===== src/rtl/rng_gen_2.sv =====
// rng_gen_2: XORed ring oscillators -> 2-flop sync -> decimator -> von Neumann -> WIDTH-bit packer
// with a valid/ready output. Optional repetition-count health test when RNG_HEALTH_EN is defined.

module osc_ring_3 (
   input  logic clk,
   input  logic rst,
   input  logic enable,
   output logic osc_out
);
   // Clocked Johnson-ring stand-in for the free-running 3-stage oscillator
   logic [2:0] ring;
   always_ff @(posedge clk) begin
      if (rst)         ring <= '0;
      else if (enable) ring <= {ring[1:0], ~ring[2]};
   end
   assign osc_out = ring[2];
endmodule

module osc_ring_5 (
   input  logic clk,
   input  logic rst,
   input  logic enable,
   output logic osc_out
);
   logic [4:0] ring;
   always_ff @(posedge clk) begin
      if (rst)         ring <= '0;
      else if (enable) ring <= {ring[3:0], ~ring[4]};
   end
   assign osc_out = ring[4];
endmodule

module osc_ring_7 (
   input  logic clk,
   input  logic rst,
   input  logic enable,
   output logic osc_out
);
   logic [6:0] ring;
   always_ff @(posedge clk) begin
      if (rst)         ring <= '0;
      else if (enable) ring <= {ring[5:0], ~ring[6]};
   end
   assign osc_out = ring[6];
endmodule

module osc_ring_9 (
   input  logic clk,
   input  logic rst,
   input  logic enable,
   output logic osc_out
);
   logic [8:0] ring;
   always_ff @(posedge clk) begin
      if (rst)         ring <= '0;
      else if (enable) ring <= {ring[7:0], ~ring[8]};
   end
   assign osc_out = ring[8];
endmodule

module rng_gen_2 #(
   parameter int NUM_OSC   = 4,
   parameter int WIDTH     = 32,
   parameter int DECIM     = 4,
   parameter int REP_LIMIT = 16
) (
   input  logic             clk,
   input  logic             rst,
   input  logic             enable,
   output logic [WIDTH-1:0] data_out,
   output logic             valid,
   input  logic             ready,
   output logic             health_fail
);
   localparam int         CW       = $clog2(WIDTH + 1);
   localparam logic [7:0] DEC_LAST = 8'(DECIM - 1);

   logic [3:0]       osc;
   logic             raw;
   logic             s1, s2;
   logic [7:0]       dcnt;
   logic             phase, first;
   logic [WIDTH-1:0] shreg;
   logic [CW-1:0]    bit_cnt;
   logic             d_take, emit, full, xfer;

   osc_ring_3 u_osc3 (.clk(clk), .rst(rst), .enable(enable), .osc_out(osc[0]));

   generate
      if (NUM_OSC >= 2) begin : g_osc5
         osc_ring_5 u_osc5 (.clk(clk), .rst(rst), .enable(enable), .osc_out(osc[1]));
      end else begin : g_no_osc5
         assign osc[1] = 1'b0;
      end
      if (NUM_OSC >= 3) begin : g_osc7
         osc_ring_7 u_osc7 (.clk(clk), .rst(rst), .enable(enable), .osc_out(osc[2]));
      end else begin : g_no_osc7
         assign osc[2] = 1'b0;
      end
      if (NUM_OSC >= 4) begin : g_osc9
         osc_ring_9 u_osc9 (.clk(clk), .rst(rst), .enable(enable), .osc_out(osc[3]));
      end else begin : g_no_osc9
         assign osc[3] = 1'b0;
      end
   endgenerate

   assign raw = ^osc;

   always_comb begin
      d_take = enable && (dcnt == DEC_LAST);
      // second half of a pair with differing bits: 10 emits 1, 01 emits 0, i.e. the first bit
      emit   = d_take && phase && (first != s2);
      full   = (bit_cnt == CW'(WIDTH));
      xfer   = enable && full && (!valid || ready) && !health_fail;
   end

   always_ff @(posedge clk) begin
      if (rst) begin
         s1       <= 1'b0;
         s2       <= 1'b0;
         dcnt     <= '0;
         phase    <= 1'b0;
         first    <= 1'b0;
         shreg    <= '0;
         bit_cnt  <= '0;
         data_out <= '0;
         valid    <= 1'b0;
      end else begin
         s1 <= raw;
         s2 <= s1;

         if (valid && ready) valid <= 1'b0;
         if (xfer) begin
            data_out <= shreg;
            valid    <= 1'b1;
         end

         if (!enable) begin
            dcnt    <= '0;
            phase   <= 1'b0;
            shreg   <= '0;
            bit_cnt <= '0;
         end else begin
            dcnt <= d_take ? '0 : dcnt + 8'd1;
            if (d_take) begin
               if (!phase) begin
                  first <= s2;
                  phase <= 1'b1;
               end else begin
                  phase <= 1'b0;
               end
            end
            // a transfer empties the slot and drops any bit emitted on the same edge
            if (xfer) begin
               shreg   <= '0;
               bit_cnt <= '0;
            end else if (emit && !full) begin
               shreg   <= {shreg[WIDTH-2:0], first};
               bit_cnt <= bit_cnt + CW'(1);
            end
         end
      end
   end

`ifdef RNG_HEALTH_EN
   localparam logic [7:0] REP_L = 8'(REP_LIMIT);
   logic [7:0] run;
   logic       prev_d;

   always_ff @(posedge clk) begin
      if (rst) begin
         run         <= '0;
         prev_d      <= 1'b0;
         health_fail <= 1'b0;
      end else begin
         if (run >= REP_L) health_fail <= 1'b1;
         if (!enable) begin
            run <= '0;
         end else if (d_take) begin
            prev_d <= s2;
            if (run == 8'd0 || s2 != prev_d) run <= 8'd1;
            else if (run != 8'hFF)            run <= run + 8'd1;
         end
      end
   end
`else
   // constant 0 for every legal REP_LIMIT
   assign health_fail = (REP_LIMIT == 0);
`endif

endmodule


===== config.mk =====
export PLATFORM = sky130hd
export DESIGN_NAME = rng_gen_2
export DESIGN_NICKNAME = d
export VERILOG_FILES = /design/src/rtl/rng_gen_2.sv
export SDC_FILE = /design/constraint.sdc
export NUM_CORES = 1
export LEC_CHECK = 0
export CAP_MARGIN = 40
export CORE_ASPECT_RATIO = 1.25
export CORE_UTILIZATION = 67
export DETAILED_ROUTE_END_ITERATION = 10
export DONT_BUFFER_PORTS = 1
export PLACE_DENSITY = 0.89
export SLEW_MARGIN = 20
export SYNTH_ARGS = -nofsm -noshare
export SYNTH_HDL_FRONTEND = slang
export SYNTH_HIERARCHICAL = 1
export SYNTH_SLANG_ARGS = --single-unit

===== constraint.sdc =====
create_clock -name clk -period 4.1 [get_ports clk]
set_input_delay 0.82 -clock clk [delete_from_list [all_inputs] [get_ports clk]]
set_output_delay 0.82 -clock clk [all_outputs]
set_load 0.01 [all_outputs]

==> flow_summary_export.csv, run 1 <==
group,metric,value,unit
grt,grt_use_met1,23.88,%
outcome,outcome,"complete, but fails checks",
timing,setup_tns,0,ns
grt,grt_util_all_layers,21.51,%
place,hpwlAfterDp,4133,µm
synth,ys.flop_type,"dfxtp_1",
synth,synth_top_family_by_area,"multiplexers",
synth,ys_ff_latch,107,
floorplan,dieHeight,88.51,µm
grt,grt_max_degree,62,
critical_path,cp_cell_sequence,"ha_1 > nand4bb_1 > or4b_4 > nor2_4 > buf_4 > mux2i_1",
clock_network,cts_setup_buffers,0,
critical_path,slowest_delay,0.62,ns
timing,slew_viol_final,0,
synth,ys_seq_area_share,53.40,%
place,gp_congestion,0.7911,
synth,syn_area_per_cell,10.42,µm²
synth,syn_area,4011,µm²
synth,synth-edff-count,0,
synth,synth-simple-area-share,15.88,%
critical_path,path_max_fanout,32,
power_and_ir_drop,p_leak,0.001763,µW
min_path,hold_class,"reg -> reg",
clock_network,cts_tree,"done",
floorplan,row_count,31,
clock_network,cts_resized,0,
synth,yosys.area_share.adder,0.9357,%
route,antenna_left,0,
critical_path,crit_slowest_cell,"or4b_4",
place,dp_cells,434,
place,numPortBuffers,0,
clock_network,cts_root_buf,"clkbuf_8",
synth,yosysWarnings,6,
route,drc,7,
floorplan,initial_utilization,69.41,%
synth,synth_xor_area_share,2.620,%
synth,syn_inst,385,
critical_path,critPathCaptureType,"flop",
route,dr.pass1.iters,9,
grt,grt_pass1_wl,10520,µm
critical_path,ff2ff_path_depth,6,
clock_network,htreeDepth,3,
clock_network,hold_buffers,0,
route,wire_per_inst,13.71,µm
grt,grt.overflow.total,0,
final_layout,stdcell_count,450,
timing,hold_slack,0.4490,ns
synth,synth_nets,392,
final_layout,layout_commonest_cell,"dfxtp_1",
timing,fin_worst_skew,0.01375,ns
floorplan,dieArea,6302,µm²
power_and_ir_drop,total_power,1705,µW
outcome,failed_checks,"design-rule violations",
timing,rsz0062_at_grt,"no",
floorplan,coreArea,5779,µm²
timing,finalHoldViolCount,0,
clock_network,clock-sinks,107,
route,drt-initial-drc-count,137,
timing,worst_slew_pin_slew,0.7970,ns
job,drv_cap,0,
clock_network,clk_latency,0.36,ns
timing,finalSetupViolations,0,
critical_path,cpLargestDelayFamily,"simple AND/OR/NAND/NOR gates",
route,via_count,2530,
final_layout,diodes,0,
timing,period_share,57.79,%
final_layout,fin_util,72.63,%
synth,async_reset_ff_share,0,%
final_layout,syn_to_final_growth,4.648,%
grt,met3_usage,5.239,%
grt,grt_pass1_vias,2430,
critical_path,cp.depth,6,
synth,synth-compound-area-share,2.651,%
final_layout,num-nets-final,386,
grt,grt_antenna_before_repair,0,
clock_network,cts_made_buffers,9,
power_and_ir_drop,ir_drop,0.2497,mV
clock_network,cts_buffer_depth,2,
grt,top_usage_layer,"met2",
floorplan,io_pins,38,
critical_path,setup.worst_path.class,"reg -> reg",
route,drt-vias-per-instance,5.622,
timing,fmax,422.0,MHz
grt,use_met2,38.44,%
final_layout,most-common-layout-cells,"dfxtp_1, mux2i_1, nor2_1",
clock_network,clkTransAtPathRegs,0.09,ns
critical_path,crit_required,4.38,ns
critical_path,path_buf_inv,1,
timing,slew_headroom,46.12,%
synth,synthMuxAreaShare,20.96,%
route,wirelength,6168,µm
timing,period_needed,2.370,ns
min_path,worstHoldPathCells,1,
floorplan,die_w,71.21,µm
power_and_ir_drop,powerDensity,406.1,nW/µm²
final_layout,drive_gt1_share,7.031,%
critical_path,cp.arrival,2.65,ns
critical_path,start_kind,"flop",
synth,yosysUniqueCellTypes,39,
## logic make-up (layout without fill, tap and decap cells)
kind of cell / after synthesis / after routing
DFF: 107 / 107
other: 1 / 1
AOI/OAI and AO/OA: 16 / 16
muxes: 84 / 84
adders and majority gates: 3 / 3
xor gates and xnor gates: 12 / 12
buffers and inverters: 24 / 23
and+or+nand+nor: 138 / 138
## cell type report
class                      instances  area (µm²)
multi-input combinational        254        1737
inverter                           4       15.01
timing repair buffer               3       22.52
fill                             412        1582
clock buffer                      10       127.6
tap                               66       82.58
sequential                       107        2142
clock inverter                     6       71.32
## flip-flops by register name (all words and copies together), names as in the netlist
name and count:
first 1, dcnt 8, data_out 32, g_osc7.u_osc7/ring 7, u_osc3/ring 3, shreg 32
s1 1, phase 1, g_osc5.u_osc5/ring 5, s2 1, bit_cnt 6, valid 1
g_osc9.u_osc9/ring 9
## through the flow
step | setup WS [ns] | area, µm²
global placement | 1.687 | 3999
floorplan | 1.888 | 4011
CTS | 1.729 | 4198
detailed placement | 1.582 | 3999
global route | 1.560 | 4198
finish | 1.730 | 4198
## cells in the mapped netlist, drive strengths merged (2+ instances only)
library cell | number | share of area, %
dfxtp | 107 | 53
mux2i | 84 | 21
nor2 | 67 | 6.5
nand2 | 35 | 3.3
buf | 11 | 2.2
clkbuf | 9 | 0.84
nand2b | 8 | 1.4
nand3 | 8 | 1.0
xnor2 | 6 | 1.3
xor2 | 6 | 1.3
o21ai | 5 | 0.62
a21oi | 4 | 0.78
inv | 4 | 0.37
nand4 | 4 | 0.62
a21boi | 3 | 0.56
and3 | 3 | 0.47
ha | 3 | 0.94
a31oi | 2 | 0.31
and2 | 2 | 0.31
nor4b | 2 | 0.44
## power by group
group          switching (µW)  internal (µW)  total, µW
sequential               4.65           1050       1050
clock                     340            288        628
combinational            13.0           13.2       26.2
total                     358           1350       1700
## worst paths after layout
check	start	endpoint	slack (ns)
setup / recovery	dcnt[0]$_SDFF_PP0_	shreg[31]$_SDFFE_PP0P_	1.73
hold reg to reg	s1$_SDFF_PP0_	s2$_SDFF_PP0_	0.45
setup reg to reg	dcnt[0]$_SDFF_PP0_	shreg[31]$_SDFFE_PP0P_	1.73
hold / removal	s1$_SDFF_PP0_	s2$_SDFF_PP0_	0.45
## per-layer routing
layer	up-vias	wire, µm
li1	1281	-
met1	1191	2629
met2	48	3149
met3	10	281
met4	0	108
met5	-	0
(Power assumes the default switching activity.)
==> run 2, diff against run 1 <==
Settings changed: CORE_UTILIZATION 67 to 56, PLACE_DENSITY 0.89 to 0.8.
Clock period 4.1 ns to 1.9 ns, I/O delays scaled along.
==> flow_summary_export.csv, run 2 (synthesis gave the netlist of run 1 again) <==
group,metric,value,unit
critical_path,cp_cell_sequence,"or4_4 > or4b_4 > nor2_4 > buf_4 > mux2i_1",
critical_path,crit_required,2.18,ns
critical_path,ff2ff_path_depth,5,
clock_network,hold_buffers,0,
critical_path,path_max_fanout,8,
floorplan,dieHeight,96.63,µm
min_path,worstHoldPathCells,1,
timing,finalSetupViolations,32,
place,numPortBuffers,0,
timing,period_share,107.3,%
grt,grt_max_degree,62,
critical_path,r2r_slack,-0.14,ns
final_layout,most-common-layout-cells,"dfxtp_1, mux2i_1, nor2_1",
route,drt-initial-drc-count,111,
clock_network,clk_latency,0.37,ns
critical_path,r2r-end,"shreg[5]$_SDFFE_PP0P_",
final_layout,layout_commonest_cell,"dfxtp_1",
power_and_ir_drop,p_leak,0.001846,µW
timing,worst_slew_pin_slew,0.5407,ns
clock_network,cts_buffer_depth,2,
critical_path,cp.arrival,2.32,ns
final_layout,drive_gt1_share,11.06,%
critical_path,critPathCaptureType,"flop",
timing,slew_viol_final,0,
final_layout,top_regs,"data_out (32), shreg (32), g_osc9.u_osc9/ring (9)",
clock_network,cts_root_buf,"clkbuf_8",
timing,fmax,490.5,MHz
floorplan,initial_utilization,57.85,%
place,hpwlAfterDp,4350,µm
route,drc,0,
outcome,outcome,"complete, but fails checks",
floorplan,coreArea,6934,µm²
grt,grt_antenna_before_repair,0,
timing,finalHoldViolCount,0,
route,via_count,2593,
critical_path,critPathCapture,"shreg[5]$_SDFFE_PP0P_",
critical_path,crit_slowest_cell,"or4_4",
clock_network,htreeDepth,3,
grt,grt_pass1_wl,11470,µm
clock_network,cts_setup_buffers,0,
critical_path,slowest_delay,0.53,ns
route,dr.pass1.iters,5,
final_layout,fin_util,63.01,%
clock_network,cts_made_buffers,9,
floorplan,row_count,34,
min_path,hold_class,"in -> reg",
grt,grt_pass1_vias,2540,
floorplan,dieArea,7508,µm²
critical_path,startpoint,"dcnt[4]$_SDFF_PP0_",
timing,slew_headroom,63.69,%
route,wirelength,6696,µm
timing,rsz0062_at_grt,"yes",
floorplan,io_pins,38,
timing,period_needed,2.039,ns
outcome,failed_checks,"negative setup slack",
grt,grt_util_all_layers,19.28,%
power_and_ir_drop,powerDensity,834.6,nW/µm²
final_layout,num-nets-final,400,
route,antenna_left,0,
timing,fin_worst_skew,0.01897,ns
timing,setup_slack,-0.1388,ns
clock_network,clock-sinks,107,
critical_path,start_kind,"flop",
final_layout,syn_to_final_growth,8.921,%
timing,setup_tns,-2.953,ns
power_and_ir_drop,ir_drop,0.6095,mV
clock_network,clkTransAtPathRegs,0.10,ns
place,gp_congestion,0.7254,
final_layout,diodes,0,
critical_path,setup.worst_path.class,"reg -> reg",
route,wire_per_inst,13.72,µm
route,drt-vias-per-instance,5.314,
clock_network,cts_tree,"done",
grt,grt.overflow.total,0,
floorplan,die_w,77.70,µm
job,drv_cap,0,
critical_path,worstReg2RegStart,"dcnt[4]$_SDFF_PP0_",
==> run 2: per-stage QoR <==
stage               total power (µW)  setup slack, ns  area, µm²  hold WS, ns  instances
detailed placement              2383          -0.1354       4160       0.4267        472
CTS                             3669          -0.1362       4354      0.05024        488
floorplan                       2394         -0.07506       4013       0.4138        385
finish                          3647          -0.1388       4369      0.06973        488
global placement                2380         -0.04720       4160       0.4207        472
global route                    3784          -0.2034       4369      0.03452        488
==> run 2: worst min path at each step <==
stage | start | endpoint
2_1_floorplan | s1$_SDFF_PP0_ | s2$_SDFF_PP0_
3_3_place_gp | s1$_SDFF_PP0_ | s2$_SDFF_PP0_
3_5_place_dp | s1$_SDFF_PP0_ | s2$_SDFF_PP0_
4_1_cts | rst | g_osc7.u_osc7/ring[0]$_SDFFE_PP0P_
5_1_grt | rst | g_osc7.u_osc7/ring[0]$_SDFFE_PP0P_
6_report | rst | g_osc7.u_osc7/ring[0]$_SDFFE_PP0P_
==> run 2: metal layers <==
layer  track usage [%]  routed length (µm)  vias up
li1                  -                   -     1318
met1             21.48                2959     1205
met2             33.63                3380       60
met3             5.943                 273       10
met4             7.837                  83        0
met5                 0                   0        -
==> run 2: area by class of cell <==
| cell class | instances | area, µm² |
|---|---|---|
| Tap cell | 90 | 112.6 |
| Fill cell | 541 | 2565 |
| Timing Repair Buffer | 17 | 152.6 |
| Multi-Input combinational cell | 254 | 1758 |
| Clock buffer | 11 | 141.4 |
| Inverter | 4 | 15.01 |
| Clock inverter | 5 | 46.29 |
| Sequential cell | 107 | 2143 |
==> run 2: critical path, delay by kind of cell, from the launching register on <==
| kind | cells | cell delay [ns] |
|---|---|---|
| DFF | 1 | 0.33 |
| buffers and inverters | 1 | 0.21 |
| and+or+nand+nor | 3 | 1.20 |
| muxes | 1 | 0.22 |
==> run 2: report_power, final <==
group / leakage (µW) / total [µW] / internal (µW) / switching [µW]
Sequential: 0.000864 / 2270 / 2260 / 9.18
Clock: 0.0000960 / 1320 / 535 / 781
Combinational: 0.000886 / 65.3 / 34.0 / 31.3
Total: 0.00185 / 3650 / 2830 / 821
==> run 2: what timing repair did <==
action,4_1_cts,5_1_grt
hold endpoints to repair,0,0
endpoints found under the setup margin,36,37
pin swaps,1,0
gates cloned,0,0
gates resized for setup,2,6
==> run 3, diff against run 2 <==
Settings changed: CORE_UTILIZATION 56 to 62, PLACE_DENSITY 0.8 to 0.84.
Clock period 1.9 ns to 2.1 ns, I/O delays scaled along.
==> flow_summary_export.csv, run 3 (synthesis gave the netlist of run 1 again) <==
group,metric,value,unit
critical_path,start_kind,"flop",
route,drt-initial-drc-count,68,
grt,grt_antenna_before_repair,0,
power_and_ir_drop,powerDensity,803.2,nW/µm²
critical_path,crit_required,2.37,ns
route,drc,0,
route,dr.pass1.iters,4,
floorplan,io_pins,38,
route,wire_per_inst,13.71,µm
floorplan,die_w,73.95,µm
place,placed_cell_area,4108,µm²
final_layout,final_cell_area,4328,µm²
place,gp_congestion,0.7704,
timing,period_share,99.28,%
final_layout,layout_commonest_cell,"dfxtp_1",
timing,rsz0062_at_grt,"yes",
clock_network,cts_setup_buffers,0,
clock_network,clk_latency,0.35,ns
critical_path,path_max_fanout,17,
clock_network,cts_root_buf,"clkbuf_8",
min_path,hold_class,"in -> reg",
floorplan,initial_utilization,64.64,%
floorplan,row_count,32,
final_layout,drive_gt1_share,8.740,%
clock_network,cts_tree,"done",
clock_network,clkTransAtPathRegs,0.09,ns
final_layout,syn_to_final_growth,7.891,%
clock_network,htreeDepth,3,
timing,setup_slack,0.01508,ns
floorplan,coreArea,6206,µm²
critical_path,critPathCaptureType,"flop",
final_layout,most-common-layout-cells,"dfxtp_1, mux2i_1, nor2_1",
power_and_ir_drop,ir_drop,0.6887,mV
critical_path,setup.worst_path.class,"reg -> reg",
clock_network,hold_buffers,0,
place,numPortBuffers,0,
power_and_ir_drop,p_leak,0.001824,µW
critical_path,cp.arrival,2.36,ns
job,drv_cap,0,
critical_path,slowest_delay,0.56,ns
clock_network,cts_resized,0,
critical_path,crit_slowest_cell,"or4_4",
timing,finalSetupViolations,0,
clock_network,clock-sinks,107,
min_path,worstHoldPathCells,1,
floorplan,dieHeight,91.93,µm
route,via_count,2570,
timing,fmax,479.6,MHz
timing,finalHoldViolCount,0,
route,wirelength,6497,µm
timing,slew_viol_final,0,
place,place_ws,0.02346,ns
critical_path,ff2ff_path_depth,5,
grt,grt_max_degree,62,
final_layout,diodes,0,
grt,grt_pass1_vias,2646,
final_layout,nFillCells,457,
outcome,outcome,"finished, final reports clean",
grt,grt_util_all_layers,21.22,%
clock_network,cts_buffer_depth,2,
final_layout,top_regs,"data_out (32), shreg (32), g_osc9.u_osc9/ring (9)",
clock_network,cts_made_buffers,9,
route,drt-vias-per-instance,5.422,
timing,period_needed,2.085,ns
place,hpwlAfterDp,4331,µm
timing,fin_worst_skew,0.009213,ns
grt,grt.overflow.total,0,
critical_path,cp_cell_sequence,"or4_4 > or4b_4 > nor2_4 > buf_12 > mux2i_1",
final_layout,num-nets-final,394,
grt,grt_pass1_wl,11160,µm
floorplan,dieArea,6798,µm²
route,antenna_left,0,
final_layout,fin_util,69.74,%
## run 3: worst max-delay path, delay by kind of cell, from the launching register on
kind / cells / cell delay (ns)
simple gates: 3 / 1.27
mux: 1 / 0.21
flops: 1 / 0.34
buf+inv: 1 / 0.19
## run 3: final timing paths
path                                              to               start  slack, ns
hold / removal    g_osc9.u_osc9/ring[0]$_SDFFE_PP0P_                 rst       0.13
setup reg to reg               shreg[7]$_SDFFE_PP0P_  dcnt[4]$_SDFF_PP0_       0.02
hold reg to reg                        s2$_SDFF_PP0_       s1$_SDFF_PP0_       0.45
setup / recovery               shreg[7]$_SDFFE_PP0P_  dcnt[4]$_SDFF_PP0_       0.02
## run 3: layer usage
| metal | up-vias | share of wire, % | track usage (%) |
|---|---|---|---|
| li1 | 1292 | - | - |
| met4 | 0 | 1.6 | 7.372 |
| met1 | 1222 | 43 | 22.44 |
| met3 | 9 | 3.8 | 6.264 |
| met5 | - | 0 | 0 |
| met2 | 47 | 52 | 38.64 |
## run 3: stage by stage
stage	cells	total power (µW)	hold slack (ns)	TNS [ns]
2_1_floorplan	385	2166	0.4138	0
3_5_place_dp	461	2153	0.4336	0
3_3_place_gp	461	2150	0.4192	0
4_1_cts	474	3510	0.1103	-0.002988
6_report	474	3476	0.1290	0
5_1_grt	474	3595	0.1051	-0.3668
## run 3: final cells by class
type                    instances  area [µm²]  share of cell area [%]
clock buffers                  10       127.6                   2.949
inverters                       4       15.01                  0.3469
multi-input cells             254        1737                   40.13
repair buffers                 11       107.6                   2.486
flip-flops and latches        107        2145                   49.55
clock inverters                 3       90.09                   2.082
well taps                      85       106.4                   2.457
## run 3: power breakdown
part | leakage, µW | internal [µW] | switching (µW) | total (µW)
combinational | 0.000851 | 27.2 | 27.0 | 54.2
sequential | 0.000865 | 2040 | 9.50 | 2050
clock | 0.000108 | 773 | 598 | 1370
